### src/rtl/vga_axil_pkg.sv
// vga_axil_pkg: shared types and constants for the VGA AXI-Lite peripheral.
//   native_addr_t / axil_data_t : native word address and register data types
//   csr_addr_e                  : CSR word-address map
//   *_BIT / FRAME_CNT_LSB       : field positions inside CTRL and STATUS
//   bg_color_t                  : RGB444 background colour
package vga_axil_pkg;

    localparam int NATIVE_ADDR_W = 3;
    localparam int AXIL_DATA_W   = 32;
    localparam int FRAME_CNT_W   = 16;

    typedef logic [NATIVE_ADDR_W-1:0] native_addr_t;
    typedef logic [AXIL_DATA_W-1:0]   axil_data_t;

    typedef enum logic [NATIVE_ADDR_W-1:0] {
        CsrCtrl    = 3'd0,
        CsrStatus  = 3'd1,
        CsrBgColor = 3'd2,
        CsrFbBase  = 3'd3,
        CsrScratch = 3'd4,
        CsrId      = 3'd7
    } csr_addr_e;

    localparam int CTRL_ENABLE_BIT    = 0;
    localparam int CTRL_IRQ_EN_BIT    = 1;
    localparam int STATUS_PENDING_BIT = 0;
    localparam int FRAME_CNT_LSB      = 16;

    typedef logic [11:0] bg_color_t;

endpackage

### src/rtl/vga_edge_detect.sv
// vga_edge_detect: single-flop edge detector for a signal already in clk_i domain.
//   clk_i    : clock
//   arst_n_i : active-low reset, sampled synchronously
//   sig_i    : monitored level
//   pulse_o  : one-cycle pulse when sig_i enters the ACTIVE level
module vga_edge_detect #(
    parameter logic ACTIVE = 1'b1
) (
    input  logic clk_i,
    input  logic arst_n_i,
    input  logic sig_i,
    output logic pulse_o
);

    logic prev_q;

    // Reset loads the inactive level so a signal already active after reset
    // still produces exactly one pulse.
    always_ff @(posedge clk_i) begin
        if (!arst_n_i) prev_q <= ~ACTIVE;
        else           prev_q <= sig_i;
    end

    assign pulse_o = (sig_i == ACTIVE) && (prev_q != ACTIVE);

endmodule

### src/rtl/vga_axil_csr.sv
// vga_axil_csr: VGA control/status register bank behind the AXI-Lite slave FSM.
//   clk_i, arst_n_i           : clock, synchronous active-low reset
//   write_en_i/addr_write_i/data_i : native write channel
//   read_en_i/addr_read_i/data_o   : native read channel (data_o combinational)
//   vsync_i                   : vsync, active level VSYNC_ACTIVE
//   enable_o/bg_color_o/fb_base_o  : frame-boundary shadows of CTRL.enable, BG_COLOR, FB_BASE
//   irq_o                     : level interrupt = pending & irq_en (registered)
// Optional: define VGA_AXIL_CSR_ID_REG_EN to map a read-only ID register at address 7.
module vga_axil_csr
    import vga_axil_pkg::*;
#(
    parameter int                    NATIVE_ADDR_WIDTH = 3,
    parameter int                    DATA_WIDTH        = 32,
    parameter logic                  VSYNC_ACTIVE      = 1'b0,
    parameter logic [DATA_WIDTH-1:0] ID_VALUE          = 32'h5647_4131
) (
    input  logic                         clk_i,
    input  logic                         arst_n_i,
    input  logic                         write_en_i,
    input  logic [NATIVE_ADDR_WIDTH-1:0] addr_write_i,
    input  logic [DATA_WIDTH-1:0]        data_i,
    input  logic                         read_en_i,
    input  logic [NATIVE_ADDR_WIDTH-1:0] addr_read_i,
    output logic [DATA_WIDTH-1:0]        data_o,
    input  logic                         vsync_i,
    output logic                         enable_o,
    output logic [11:0]                  bg_color_o,
    output logic [DATA_WIDTH-1:0]        fb_base_o,
    output logic                         irq_o
);

    logic [1:0]             ctrl_q, ctrl_next;
    bg_color_t              bg_q, bg_next;
    logic [DATA_WIDTH-1:0]  fb_q, fb_next, scratch_q;
    logic                   pending_q, pending_next;
    logic [FRAME_CNT_W-1:0] frame_cnt_q;
    logic                   enable_sh_q, irq_q;
    bg_color_t              bg_sh_q;
    logic [DATA_WIDTH-1:0]  fb_sh_q;
    logic                   vsync_edge;
    logic                   wr_ctrl, wr_status, wr_bg, wr_fb, wr_scratch;

    vga_edge_detect #(.ACTIVE(VSYNC_ACTIVE)) u_vsync_edge (
        .clk_i    (clk_i),
        .arst_n_i (arst_n_i),
        .sig_i    (vsync_i),
        .pulse_o  (vsync_edge)
    );

    assign wr_ctrl    = write_en_i && (addr_write_i == NATIVE_ADDR_WIDTH'(CsrCtrl));
    assign wr_status  = write_en_i && (addr_write_i == NATIVE_ADDR_WIDTH'(CsrStatus));
    assign wr_bg      = write_en_i && (addr_write_i == NATIVE_ADDR_WIDTH'(CsrBgColor));
    assign wr_fb      = write_en_i && (addr_write_i == NATIVE_ADDR_WIDTH'(CsrFbBase));
    assign wr_scratch = write_en_i && (addr_write_i == NATIVE_ADDR_WIDTH'(CsrScratch));

    // Post-write values: shadows, the frame counter enable and irq all see a
    // write landing in the same cycle as the frame edge.
    assign ctrl_next = wr_ctrl ? {data_i[CTRL_IRQ_EN_BIT], data_i[CTRL_ENABLE_BIT]} : ctrl_q;
    assign bg_next   = wr_bg   ? data_i[$bits(bg_color_t)-1:0] : bg_q;
    assign fb_next   = wr_fb   ? data_i : fb_q;

    // A new frame edge beats a simultaneous W1C so no event is lost.
    assign pending_next = vsync_edge ? 1'b1
                        : (wr_status && data_i[STATUS_PENDING_BIT]) ? 1'b0
                        : pending_q;

    always_ff @(posedge clk_i) begin
        if (!arst_n_i) begin
            ctrl_q      <= '0;
            bg_q        <= '0;
            fb_q        <= '0;
            scratch_q   <= '0;
            pending_q   <= 1'b0;
            frame_cnt_q <= '0;
            enable_sh_q <= 1'b0;
            bg_sh_q     <= '0;
            fb_sh_q     <= '0;
            irq_q       <= 1'b0;
        end else begin
            ctrl_q    <= ctrl_next;
            bg_q      <= bg_next;
            fb_q      <= fb_next;
            pending_q <= pending_next;
            irq_q     <= pending_next & ctrl_next[CTRL_IRQ_EN_BIT];
            if (wr_scratch) scratch_q <= data_i;
            if (vsync_edge) begin
                enable_sh_q <= ctrl_next[CTRL_ENABLE_BIT];
                bg_sh_q     <= bg_next;
                fb_sh_q     <= fb_next;
                if (ctrl_next[CTRL_ENABLE_BIT]) frame_cnt_q <= frame_cnt_q + 1'b1;
            end
        end
    end

    always_comb begin
        data_o = '0;
        case (addr_read_i)
            NATIVE_ADDR_WIDTH'(CsrCtrl): begin
                data_o[CTRL_ENABLE_BIT] = ctrl_q[CTRL_ENABLE_BIT];
                data_o[CTRL_IRQ_EN_BIT] = ctrl_q[CTRL_IRQ_EN_BIT];
            end
            NATIVE_ADDR_WIDTH'(CsrStatus): begin
                data_o[STATUS_PENDING_BIT]               = pending_q;
                data_o[FRAME_CNT_LSB +: FRAME_CNT_W]     = frame_cnt_q;
            end
            NATIVE_ADDR_WIDTH'(CsrBgColor): data_o[$bits(bg_color_t)-1:0] = bg_q;
            NATIVE_ADDR_WIDTH'(CsrFbBase):  data_o = fb_q;
            NATIVE_ADDR_WIDTH'(CsrScratch): data_o = scratch_q;
`ifdef VGA_AXIL_CSR_ID_REG_EN
            NATIVE_ADDR_WIDTH'(CsrId):      data_o = ID_VALUE;
`endif
            default:                        data_o = '0;
        endcase
    end

    // Reads are side-effect free, so read_en_i carries no information here.
`ifdef VGA_AXIL_CSR_ID_REG_EN
    logic unused_inputs;
    assign unused_inputs = read_en_i;
`else
    logic unused_inputs;
    assign unused_inputs = ^{read_en_i, ID_VALUE};
`endif

    assign enable_o   = enable_sh_q;
    assign bg_color_o = bg_sh_q;
    assign fb_base_o  = fb_sh_q;
    assign irq_o      = irq_q;

endmodule

### config.mk
export PLATFORM = sky130hd
export DESIGN_NAME = vga_axil_csr
export DESIGN_NICKNAME = d
export VERILOG_FILES = /design/src/rtl/vga_axil_pkg.sv /design/src/rtl/vga_edge_detect.sv /design/src/rtl/vga_axil_csr.sv
export SDC_FILE = /design/constraint.sdc
export NUM_CORES = 1
export LEC_CHECK = 0
export CAP_MARGIN = 10
export CORE_ASPECT_RATIO = 1.2
export CORE_MARGIN = 5
export CORE_UTILIZATION = 35
export DETAILED_ROUTE_END_ITERATION = 8
export MAX_ROUTING_LAYER = met4
export PLACE_DENSITY = 0.59
export SETUP_SLACK_MARGIN = 0.02
export SLEW_MARGIN = 20
export SYNTH_ARGS = -nofsm -noshare
export SYNTH_HDL_FRONTEND = slang
export SYNTH_SLANG_ARGS = --single-unit
### constraint.sdc
create_clock -name clk_i -period 4.5 [get_ports clk_i]
set_input_delay 0.675 -clock clk_i [delete_from_list [all_inputs] [get_ports clk_i]]
set_output_delay 0.675 -clock clk_i [all_outputs]
set_load 0.01 [all_outputs]
==> impl_results.md, run 1 <==
* DRT Pass-1 Iters at 5
* Worst min path class: reg -> reg
* Via density at 5.11
* P_int at approximately 2400 uW
* RSZ-0062 raised after global routing: false
* Async SR Flop Fraction at 0%
* ANT cells at 0
* Startpoint class of the critical path: input pin
* Fin Setup TNS at 0 ns
* Fin. Hold Viols at 0
* Worst EP arrival at 3.06 ns
* Top_reg_cell synth: dfxtp_1
* Via count at 4983
* R2r startpoint: u_vsync_edge.prev_q$_SDFF_PN1_
* Worst Setup SP: addr_read_i[0]
* First-pass GRT wire length at 25.5 mm
* DRC viols at 0
* Hpwl dp at 10.8 mm
* CP top delay family: buffers and inverters
* FMAX at about 270 MHz
* WP buf/inv at 3
* Nets at 794
* Setup violation total in the final timing report at 0
* Synthesized area per cell at ~9 um^2
* Power Dens Cells at 397 nW/um^2
* Critical Path RT at about 3.8 ns
* Max Fanout on Critical Path at 17
* Post-synth top area share at 49.4%
* CP endpoint kind: primary output
* Clock network power share at 48.1%
* Sw power at 709 uW
* Core Area at ~16000 um^2
* Clock slew seen by the registers of the worst setup and hold paths at around 0.06 ns
* Vert. Die Dim at 150 um
* Fin util at between 40% and 50%
* Peak VDD IR at 0.241 mV
* Synth Register Bits at 142
* TritonCTS buffer count at 17
* Synth Cell Area at about 5800 um^2
* Final Max Slew Viols at 0
* Post-route minimum period at about 3.7 ns
* Total Routed Length at 15.9 mm
* 1st-iter DRT viols at ~390
* Number of synthesized flops with an enable pin at 0
* Largest area contributor in the synthesized netlist: dfxtp_1
* Initial core utilization at between 30 and 40%
* Commonest cells in the netlist: dfxtp_1 (142), nand2_1 (97), nor2_1 (93)
* Max Root-Sink Buffers at 2
* Worst slack, placed at ~0.8 ns
* Most frequent cell after synthesis: dfxtp_1
* Largest net degree at the start of global routing at 110
* Clk root buf: clkbuf_16
* Status: finished, final reports clean
* Dpl cell area at 7130 um^2
* Total die area at roughly 19000 um^2
* Seq/Total Area, Yosys at 49.4%
* Worst-path cell chain: clkdlybuf4s50_1 > buf_4 > nand2b_1 > o21ai_0 > clkdlybuf4s50_1
* Tcrit/Tclk final at 82.9%
* CTS Sinks at 142
* Top post-synthesis cells by area: dfxtp_1 (49%), mux2i_1 (12%), nand2_1 (6.3%)
* Fin cells at between 900 and 1000
* Fin Clk Skew at around 0.0065 ns
* Sequential fraction of design power at 42.9%
* PnR worst setup slack at between 0.7 and 0.8 ns
* Comb pwr share at 8.9%
* Most used cell, CP: clkdlybuf4s50_1
* CTS resizes at 0
* Share of cells above drive strength 1 at 6.82%
* CTS tree: yes
* IO Port Bufs at 119
* # IOs at 121
* Max-cap viol count at 0
* Grt ovf at 0
* Die W at 127 um
* Vias in the first global route at 4903
* H-Tree Depth at 4
* GRT Resource Usage Total at between 15 and 20%
* Worst slew margin at a little under half
* Area Growth Syn to Fin at 34.9%
* Synth cell types at 36
* Sw Ratio at between 20% and 30%
* Worst-Margin Slew at 0.793 ns
* Largest stage delay on the critical path at 0.61 ns
* CTS Hold Buffers Added at 0
* Slowest CP cell: clkdlybuf4s50_1
* Worst-Skew Late Latency at 0.41 ns
* Syn Inst Count at 652
* Cells after DPL at 943
* Wire per inst at 16.3 um
* Yosys warning count at 0
* FP Rows at 51
* Crit path kind: in -> out
* Leak at 0.00290 uW
* GPL Wtd Cong at roughly 0.83
* Antenna-violating nets left at 0
* Postcts setup bufs at 0
* Antenna violations before repair at 0
* Synth Net Count at 696
* Hold_sp: scratch_q[12]$_SDFFE_PN0P_
* Post-route cell area at 7760 um^2
==> placed cells by master (no fill, tap or decap), drive strengths merged, types with 4 or more instances in the layout <==
cell           instances
nand2b                 4
or4                   11
buf                   13
nand3                  6
bufinv                 4
o21ai                 31
clkdlybuf4s50        119
o31ai                 11
nand4                  5
nor2                  93
nand2                 97
mux2i                 71
a211oi                46
dfxtp                142
a32o                   4
inv                    6
clkbuf                18
a21oi                 48
clkinv                 7
==> flip-flops by register name (all words and copies together) (netlist names) <==
name	cells
fb_base_o	32
fb_q	32
scratch_q	32
frame_cnt_q	16
bg_color_o	12
bg_q	12
ctrl_q	2
enable_o	1
irq_o	1
pending_q	1
u_vsync_edge.prev_q	1
==> per-stage QoR <==
step	power, uW	hold slack [ns]
after CTS	3120	0.457
after global routing	3200	0.480
final	3080	0.455
after detailed placement	1630	0.447
after global placement	1630	0.442
after floorplan	1480	0.436
==> layer usage <==
layer	wire (um)	global-route usage, %	vias up
li1	-	-	2486
met3	667	4.40	17
met5	0	-	-
met2	8220	29.8	117
met4	224	5.10	0
met1	6820	20.5	2363
==> power groups by stage <==
| stage | Sequential, uW | Combinational [uW] | Clock (uW) |
|---|---|---|---|
| floorplan | 1360 | 124 | 0 |
| global placement | 1350 | 276 | 0 |
| detailed placement | 1350 | 278 | 0 |
| CTS | 1320 | 279 | 1510 |
| global route | 1330 | 300 | 1570 |
| finish | 1320 | 275 | 1480 |
==> worst paths after layout <==
check	to	slack [ns]	cells past startpoint
worst max-delay path	data_o[31]	0.77	5
worst min-delay path	scratch_q[12]$_SDFFE_PN0P_	0.46	2
worst max register to register	frame_cnt_q[15]$_SDFFE_PN0P_	2.39	4
worst min register to register	scratch_q[12]$_SDFFE_PN0P_	0.46	2
==> logic make-up (layout without fill, tap and decap cells) <==
| family | Yosys count | in the layout | share of synthesized area, % |
|---|---|---|---|
| flip-flops | 142 | 142 | 49.4 |
| AO/OA/AOI/OAI | 146 | 146 | 15.9 |
| multiplexers | 73 | 73 | 12.9 |
| AND/OR/NAND/NOR | 232 | 232 | 17.6 |
| buffers and inverters | 58 | 169 | 3.96 |
| adder cells (fa/ha/maj) | 1 | 1 | 0.217 |
==> layout make-up <==
| type | instances | area [um^2] |
|---|---|---|
| fill | 1548 | 8450 |
| sequential | 142 | 2840 |
| multi-input combinational | 452 | 2710 |
| timing repair buffer | 132 | 1290 |
| clock buffer | 18 | 439 |
| tap | 212 | 265 |
| clock inverter | 14 | 190 |
| inverter | 5 | 23.8 |
==> worst register-to-register path: cells and delay by family, from the launching register on <==
kind               cells  cell delay [ns]
and+or+nand+nor        3             1.53
DFF                    1             0.33
AOI/OAI and AO/OA      1             0.16
(Power assumes the default switching activity.)
==> run 2: changes to the inputs <==
PLACE_DENSITY = 0.62   (was 0.59)
clock period = 3.3 ns   (was 4.5 ns; I/O delays follow)
==> run 2 against run 1 <==
Clock skew increased by 0.0032 ns; sequential share of layout area decreased by 0.26 points; flip-flop and latch count stayed put; die area stayed put; critical path depth did not move; sequential power is 36% higher; critical endpoint is now data_o[16]; cell count rose by 0.62%; via count increased by 1.3%; worst setup slack lost 0.50 ns; total power is 35% higher; final area increased by 0.71%.
==> impl_results.md, run 2 (synthesized netlist as in run 1, its figures left out) <==
* IO Port Bufs at 119 (unchanged)
* First-pass GRT wire length at 25.7 mm (+0.84%)
* Worst min path class: reg -> reg
* Max Fanout on Critical Path at 7 (-10)
* Wire per inst at 16.1 um (-1.7%)
* Total die area at 19100 um^2 (unchanged)
* Die W at 127 um (unchanged)
* Worst EP arrival at 2.54 ns (-0.52 ns)
* Most used cell, CP: clkdlybuf4s50_1
* Area Growth Syn to Fin at 35.8%
* DRT Pass-1 Iters at 4 (-1)
* Hpwl dp at 10.8 mm (+0.61%)
* # IOs at 121 (unchanged)
* Worst slack, placed at 0.219 ns (-0.574 ns)
* Max-cap viol count at 0 (unchanged)
* Post-route minimum period at 3.03 ns
* Final Max Slew Viols at 0 (unchanged)
* Antenna-violating nets left at 0 (unchanged)
* Worst-path cell chain: clkdlybuf4s50_1 > nand2b_1 > buf_4 > o21ai_0 > clkdlybuf4s50_1
* CP top delay family: buffers and inverters
* Power Dens Cells at 532 nW/um^2 (+34%)
* DRC viols at 0 (unchanged)
* CTS Sinks at 142 (unchanged)
* Final Total Pwr at 4160 uW (+35%)
* Crit path kind: in -> out
* Initial core utilization at 35.5% (unchanged)
* CTS resizes at 0 (unchanged)
* Postcts setup bufs at 0 (unchanged)
* CP endpoint kind: primary output
* FP Rows at 51 (unchanged)
* Cells after DPL at 949 (+0.64%)
* Antenna violations before repair at 0 (unchanged)
* Fin Clk Skew at 0.00973 ns (+0.00321 ns)
* Nets at 800 (+0.76%)
* GPL Wtd Cong at 0.802 (-3.8%)
* Via count at 5049 (+1.3%)
* Worst slew margin at 57.3% (+10 points)
* Setup violation total in the final timing report at 0 (unchanged)
* GRT Resource Usage Total at 17.4% (-0.070 points)
* H-Tree Depth at 4 (unchanged)
* FMAX at approximately 330 MHz
* Core Area at 16200 um^2 (unchanged)
* Max Root-Sink Buffers at 2 (unchanged)
* Share of cells above drive strength 1 at 7.41% (+0.60 points)
* Worst-Skew Late Latency at 0.41 ns (about the same)
* Worst-Margin Slew at 0.640 ns (-0.153 ns)
* Total Routed Length at 15.8 mm (-1.1%)
* Commonest cells after routing, fill and taps aside: dfxtp_1 (142), clkdlybuf4s50_1 (119), nand2_1 (97), nor2_1 (93), mux2i_1 (70)
* Status: finished, final reports clean
* Leak at 0.00292 uW (+0.66%)
* Via density at 5.15 (+0.70%)
* Peak VDD IR at 0.303 mV (+26%)
* Commonest non-fill, non-tap cell in the layout: dfxtp_1
* Fin Setup TNS at 0 ns (unchanged)
* Fin cells at 981 (+0.62%)
* 1st-iter DRT viols at 376 (-4.3%)
* Largest stage delay on the critical path at 0.60 ns (about the same)
* Startpoint class of the critical path: input pin
* CTS tree: yes
* ANT cells at 0 (unchanged)
* Grt ovf at 0 (unchanged)
* Vert. Die Dim at 150 um (unchanged)
* Largest net degree at the start of global routing at 61 (-45%)
* WP buf/inv at 3 (unchanged)
* Vias in the first global route at 5085 (+3.7%)
* TritonCTS buffer count at 17 (unchanged)
* RSZ-0062 raised after global routing: false
* Tcrit/Tclk final at about nine tenths
* Fin. Hold Viols at 0 (unchanged)
* CTS Hold Buffers Added at 0 (unchanged)
* PnR worst setup slack at 0.269 ns (-0.500 ns)
* Critical Path RT at 2.80 ns (-1.03 ns)
* Slowest CP cell: clkdlybuf4s50_1
* Clock slew seen by the registers of the worst setup and hold paths at 0.06 ns (about the same)
* Clk root buf: clkbuf_16
run 2: cell count changes in the layout (fill, tap and decap cells not counted), sizes merged:
cell / before / now
buf: 13 / 19
clkinv: 7 / 3
clkbuf: 18 / 20
clkinvlp: 2 / 4
bufinv: 4 / 3
inv: 6 / 7
run 2: worst min-delay path: stages, from the launching register on:
cell     delay [ns]
dfxtp_1        0.30
nand2_1        0.05
a21oi_1        0.05
run 2: routing by layer:
layer  part of all wire (%)  track usage (%)  wire [um]
met1                     42             19.6       6650
met2                     53             30.7       8290
met3                    3.5             3.34        553
met4                    1.7             6.28        266
met5                      0                -          0
run 2: per-stage QoR:
step           cell area [um^2]  hold WS (ns)  utilization (%)
3_5_place_dp               7200         0.447             44.4
4_1_cts                    7810         0.456             48.2
3_3_place_gp               7200         0.442             44.4
6_report                   7810         0.453             48.2
5_1_grt                    7810         0.478             48.2
2_1_floorplan              5750         0.436                -
run 2: cell type report:
| class | instances | area [um^2] |
|---|---|---|
| Sequential cell | 142 | 2840 |
| Clock inverter | 12 | 160 |
| Fill cell | 1557 | 8390 |
| Inverter | 5 | 21.3 |
| Timing Repair Buffer | 138 | 1360 |
| Tap cell | 212 | 265 |
| Multi-Input combinational cell | 452 | 2710 |
| Clock buffer | 20 | 457 |
run 2: final timing paths:
check	depth (start not counted)	slack [ns]	start	to
hold / removal	2	0.45	scratch_q[2]$_SDFFE_PN0P_	scratch_q[2]$_SDFFE_PN0P_
setup / recovery	5	0.27	addr_read_i[2]	data_o[16]
setup reg to reg	4	1.36	frame_cnt_q[2]$_SDFFE_PN0P_	frame_cnt_q[15]$_SDFFE_PN0P_
hold reg to reg	2	0.45	scratch_q[2]$_SDFFE_PN0P_	scratch_q[2]$_SDFFE_PN0P_
run 2: power by group:
part           internal (uW)  leakage (uW)  switching [uW]
Combinational            186       0.00148             196
Sequential              1770       0.00116            29.7
Clock                   1230      0.000289             739
Total                   3190       0.00292             965
==> RTL edit 1 (flow settings as in run 2) <==
`NATIVE_ADDR_WIDTH`: 3 -> 4.
--- a/src/rtl/vga_axil_csr.sv
+++ b/src/rtl/vga_axil_csr.sv
@@ -11,3 +11,3 @@
 #(
-    parameter int                    NATIVE_ADDR_WIDTH = 3,
+    parameter int                    NATIVE_ADDR_WIDTH = 4,
     parameter int                    DATA_WIDTH        = 32,
Interface: changed (resized addr_read_i and addr_write_i); port bits go from 121 to 123. The function was not compared with the original's and may differ.
==> RTL edit 1 against run 2 <==
  * Cell area up 0.11%
  * Sequential cell count unchanged
  * Area after synthesis up 0.35%
  * Routed wire length increased by 2.0%
  * Highest routed layer unchanged
  * Count of clock-buffer cells in the layout shrank 2
  * Setup slack got worse by 29 ps
  * First-iteration DRC count up 16%
  * Critical endpoint is now data_o[20]
  * Power decreased by 4.6%
==> RTL edit 1: results (changes against run 2) <==
.. list-table::
   :header-rows: 1

   * - Metric
     - Value
   * - Instance count after placement with tap cells included
     - 946 (-0.32%)
   * - Result of the run
     - complete, no violations
   * - Pin count of the biggest net entering global routing
     - 62 (+1.6%)
   * - Filler instances
     - 1576 (+1.2%)
   * - Count of routing violations after the opening detailed-route iteration
     - 436 (+16%)
   * - I/O Buffers
     - 121 (+1.7%)
   * - Origin of the critical flop-to-flop path
     - u_vsync_edge.prev_q$_SDFF_PN1_
   * - Tightest slew margin relative to the limit
     - 43.1% (-14 points)
   * - Via count normalized by instance count
     - 5.22 (+1.4%)
   * - Total number of nets in the final design
     - 799 (-0.13%)
   * - Arrival time of the worst setup path
     - 2570 ps (+30 ps)
   * - Global-route wire length before repair
     - 25.7 mm (+0.21%)
   * - Global-route usage over all layers
     - 17.5% (+0.084 points)
   * - Clock skew after layout
     - 5.88 ps (-3.85 ps)
   * - Register-to-register setup slack
     - 1270 ps (-90 ps)
   * - Worst-case vdd ir drop
     - 0.333 mV (+9.8%)
   * - Start point of the worst hold path
     - scratch_q[13]$_SDFFE_PN0P_
   * - R2R Path End
     - frame_cnt_q[2]$_SDFFE_PN0P_
   * - Ranking of synthesized cells by instance count
     - 142 x sky130_fd_sc_hd__dfxtp_1, 91 x sky130_fd_sc_hd__nor2_1, 86 x sky130_fd_sc_hd__nand2_1
   * - 1st-pass router iterations
     - 6 (+2)
   * - Layout cells sized above 1
     - 8.09% (+0.68 points)
   * - Vias in the first global route
     - 4983 (-2.0%)
   * - Average detailed-routed wire length per instance
     - 16.4 um (+2.3%)
   * - Via Count
     - 5104 (+1.1%)
   * - Net count after synthesis
     - 693 (-0.43%)
   * - Most area-consuming cells after synthesis
     - sky130_fd_sc_hd__dfxtp_1 49%, sky130_fd_sc_hd__mux2i_1 10%, sky130_fd_sc_hd__a211oi_1 6.1%, sky130_fd_sc_hd__nor2_1 5.9%, sky130_fd_sc_hd__nand2_1 5.6%
   * - Cells after Synth
     - 647 (-0.77%)
   * - Worst hold endpoint
     - scratch_q[13]$_SDFFE_PN0P_
   * - Cell leakage power
     - 3.18 nW (+8.8%)
   * - RePlAce Congestion
     - 0.792 (-1.1%)
   * - Share of synthesized area occupied by flip-flops and latches
     - 49.2% (-0.17 points)
   * - Total half-perimeter wirelength after legalization and detailed placement
     - 10.9 mm (+0.87%)
[RTL edit 1: changes by cell type after synthesis, sizes merged, moves of 10 or more]
cell,run 2,this run
nand2b,4,16
inv,5,29
o31ai,11,1
o21ai,31,2
mux2i,71,60
a222oi,0,27
nand2,97,86
or4,11,1
[RTL edit 1: kinds of logic after synthesis]
logic type                 synth area share [%]
adders and majority gates                 0.217
and+or+nand+nor                            17.3
buffers and inverters                      5.35
AOI/OAI and AO/OA                          17.4
DFF                                        49.2
muxes                                      10.4
[RTL edit 1: stage by stage]
stage	area [um2]	util (%)	setup WS, ps
6_report	7820	48.3	239
5_1_grt	7820	48.3	121
4_1_cts	7820	48.3	212
3_5_place_dp	7240	44.7	237
3_3_place_gp	7240	44.7	260
2_1_floorplan	5770	-	1070
[RTL edit 1: critical path: stages]
cell and delay, ps:
sky130_fd_sc_hd__clkdlybuf4s50_1 600, sky130_fd_sc_hd__nor2_1 100, sky130_fd_sc_hd__and3_1 200, sky130_fd_sc_hd__buf_4 220, sky130_fd_sc_hd__a222oi_1 370, sky130_fd_sc_hd__inv_1 80, sky130_fd_sc_hd__clkdlybuf4s50_1 490
[RTL edit 1: where the power goes]
group / internal, mW / total [mW] / switching (mW)
sequential: 1.76 / 1.79 / 0.0255
clock: 1.07 / 1.84 / 0.778
combinational: 0.162 / 0.334 / 0.172
[RTL edit 1: routing by layer]
metal	wire length (um)	vias to the layer above	global-route usage [%]
met4	310	0	6.12
met2	8100	165	29.5
met3	886	21	4.05
met1	6780	2420	20.5
met5	0	-	-
li1	-	2498	-
[RTL edit 1: layout make-up]
| type | instances | area share, % |
|---|---|---|
| clock buffer | 18 | 5.61 |
| sequential | 142 | 36.3 |
| inverter | 29 | 1.42 |
| clock inverter | 14 | 1.78 |
| tap | 212 | 3.39 |
| multi-input combinational | 424 | 33.9 |
| timing repair buffer | 139 | 17.5 |
[RTL edit 1: worst max path at each step]
stage | slack [ps] | from | end | cells past startpoint
after floorplan | 1070 | addr_write_i[0] | frame_cnt_q[15]$_SDFFE_PN0P_ | 4
after global placement | 260 | addr_read_i[1] | data_o[30] | 6
after detailed placement | 240 | addr_read_i[3] | data_o[22] | 7
after CTS | 210 | addr_read_i[3] | data_o[20] | 7
after global routing | 120 | addr_read_i[3] | data_o[25] | 7
final | 240 | addr_read_i[3] | data_o[20] | 7
==> RTL edit 2 (config.mk and constraints of run 2) <==
Made on the original files. Make the reset (`arst_n_i`) asynchronous in 2 clocked blocks. Comments in the files are not updated.
--- a/src/rtl/vga_edge_detect.sv
+++ b/src/rtl/vga_edge_detect.sv
@@ -18,3 +18,3 @@
     // still produces exactly one pulse.
-    always_ff @(posedge clk_i) begin
+    always_ff @(posedge clk_i or negedge arst_n_i) begin
         if (!arst_n_i) prev_q <= ~ACTIVE;
--- a/src/rtl/vga_axil_csr.sv
+++ b/src/rtl/vga_axil_csr.sv
@@ -66,3 +66,3 @@
 
-    always_ff @(posedge clk_i) begin
+    always_ff @(posedge clk_i or negedge arst_n_i) begin
         if (!arst_n_i) begin
Check against the original RTL: differs if arst_n_i is asserted again (counterexample within 4 cycles, from zero or initial values and one cycle with arst_n_i low); with arst_n_i held inactive, the same outputs for 4 cycles.
==> RTL edit 2 against run 2 <==
  * Routed wire length is 7.8% lower
  * Non-clock buffer count stayed put
  * Global-route usage is 1.7 points lower
  * Cell area is 4.6% higher
  * Fmax is 0.99% higher
  * Area after synthesis is 5.2% higher
  * Sequential cell count stayed put
  * Setup slack better by 30 ps
  * Register-to-register slack better by 270 ps
  * Sequential share of layout area is 7.1 points higher
  * Highest routed layer unchanged
Power is not compared: it rests on default switching activity, and its combinational part moved more than twofold at a synthesized area within 25%.
==> RTL edit 2: results (changes against run 2) <==
.. list-table::
   :header-rows: 1

   * - Metric
     - Value
   * - Min-Delay Path Class
     - in -> async
   * - Wirelength, routed
     - 14.5 mm (-7.8%)
   * - Amount of wire on met2 after detailed routing
     - 7.72 mm (-6.9%)
   * - Vias in the first global route
     - 4534 (-11%)
   * - Result of the run
     - complete, no violations
   * - Cell leakage power
     - 3.41 nW
   * - Met3 routed wirelength
     - 955 um (+73%)
   * - CTS clock-pin slew for the worst setup and hold paths
     - 60 ps (about the same)
   * - Async S/R FF share, synth
     - 100% (+100 points)
   * - I/O Buffers
     - 119 (unchanged)
   * - Share of synthesized area occupied by flip-flops and latches
     - 58.7% (+9.3 points)
   * - Met2 Track Usage GR
     - 26.4% (-4.4 points)
   * - Prevailing post-synth register cell
     - sky130_fd_sc_hd__dfrtp_1
   * - Pin count of the biggest net entering global routing
     - 80 (+31%)
   * - RePlAce Congestion
     - 0.798 (-0.44%)
   * - Wl on met1
     - 5.71 mm (-14%)
   * - Number of clock buffers inserted by TritonCTS
     - 17 (unchanged)
   * - Count of routing violations after the opening detailed-route iteration
     - 181 (-52%)
   * - Tightest slew margin relative to the limit
     - 50.8% (-6.5 points)
   * - Antenna violations before repair
     - 0 (unchanged)
   * - 1st-pass router iterations
     - 4 (unchanged)
   * - Most area-consuming cells after synthesis
     - sky130_fd_sc_hd__dfrtp_1 58%, sky130_fd_sc_hd__mux2_2 22%, sky130_fd_sc_hd__o21ai_0 2.1%, sky130_fd_sc_hd__a22oi_1 2.1%, sky130_fd_sc_hd__xnor2_1 2.0%
   * - H-tree level count
     - 4 (unchanged)
   * - Global Route met3 Usage
     - 5.48% (+2.1 points)
   * - Routing usage on met1
     - 17.3% (-2.3 points)
   * - Layout cells sized above 1
     - 29.6% (+22 points)
   * - Global-route wire length before repair
     - 23.7 mm (-7.8%)
   * - Post-synthesis cell type count
     - 38 (+5.6%)
   * - Syn. warnings
     - 0 (unchanged)
   * - Total half-perimeter wirelength after legalization and detailed placement
     - 10.5 mm (-3.2%)
   * - Arrival time of the worst setup path
     - 2510 ps (-30 ps)
   * - Total number of nets in the final design
     - 622 (-22%)
   * - Worst-path maximum fanout
     - 16 (+9)
   * - Clock skew after layout
     - 10.0 ps (+0.275 ps)
   * - Via Count
     - 3989 (-21%)
   * - Filler instances
     - 1551 (-0.39%)
   * - Top routing layer in use
     - met4
   * - Global-route usage over all layers
     - 15.7% (-1.7 points)
## RTL edit 2: cell count changes in the layout (fill, tap and decap cells not counted), moves of 47 or more
cell / run 2 / this run
sky130_fd_sc_hd__nand2_1: 97 / 31
sky130_fd_sc_hd__mux2i_1: 70 / 12
sky130_fd_sc_hd__mux2_2: 1 / 118
sky130_fd_sc_hd__nor2_1: 93 / 3
sky130_fd_sc_hd__a21oi_1: 48 / 1
sky130_fd_sc_hd__dfrtp_1: 0 / 141
sky130_fd_sc_hd__dfxtp_1: 142 / 0
## RTL edit 2: cells by family after synthesis
logic type | after synthesis | share of synthesized area (%)
DFF | 142 | 58.7
buffers and inverters | 28 | 2.00
xor gates and xnor gates | 15 | 2.17
adders and majority gates | 1 | 0.207
muxes | 136 | 25.1
AOI/OAI and AO/OA | 53 | 5.52
and+or+nand+nor | 72 | 6.30
## RTL edit 2: worst paths after layout
path	from	end	slack, ps	cells past startpoint
min in group clk_i	enable_o$_DFFE_PN0N_	enable_o$_DFFE_PN0N_	470	1
min	arst_n_i	fb_q[7]$_DFF_PN0_	80	1
max in group asynchronous	arst_n_i	frame_cnt_q[5]$_DFFE_PN0P_	2300	2
max reg2reg	u_vsync_edge.prev_q$_DFF_PN1_	frame_cnt_q[12]$_DFFE_PN0P_	1630	5
min reg2reg	enable_o$_DFFE_PN0N_	enable_o$_DFFE_PN0N_	470	1
max	addr_read_i[2]	data_o[23]	300	6
## RTL edit 2: metrics by stage
| step | cell area (um2) | std cells | hold WS, ps | setup slack [ps] |
|---|---|---|---|---|
| 6_report | 8170 | 807 | 83.8 | 298 |
| 3_3_place_gp | 7580 | 775 | 461 | 342 |
| 2_1_floorplan | 6050 | 447 | 199 | 1160 |
| 3_5_place_dp | 7580 | 775 | 465 | 307 |
| 5_1_grt | 8170 | 807 | 146 | 174 |
| 4_1_cts | 8170 | 807 | 127 | 303 |
## RTL edit 2: where the power goes
part / total (mW) / internal, mW / switching [mW]
registers: 2.38 / 2.15 / 0.227
clock network: 1.93 / 1.20 / 0.737
logic: 1.28 / 0.775 / 0.507
total: 5.59 / 4.12 / 1.47
## RTL edit 2: critical path, cell delays in order
cell and delay (ps):
sky130_fd_sc_hd__clkdlybuf4s50_1 620, sky130_fd_sc_hd__nor2b_1 170, sky130_fd_sc_hd__buf_4 240, sky130_fd_sc_hd__a22oi_1 90, sky130_fd_sc_hd__o21ai_0 280, sky130_fd_sc_hd__clkdlybuf4s50_1 600
## RTL edit 2: area by class of cell
class                           instances  area, um2  area share, %
Tap cell                              216        270           3.31
Multi-Input combinational cell        277       2400           29.3
Timing Repair Buffer                  138       1350           16.5
Sequential cell                       142       3550           43.5
Inverter                                2       7.51         0.0919
Clock buffer                           20        437           5.34
Clock inverter                         12        160           1.96
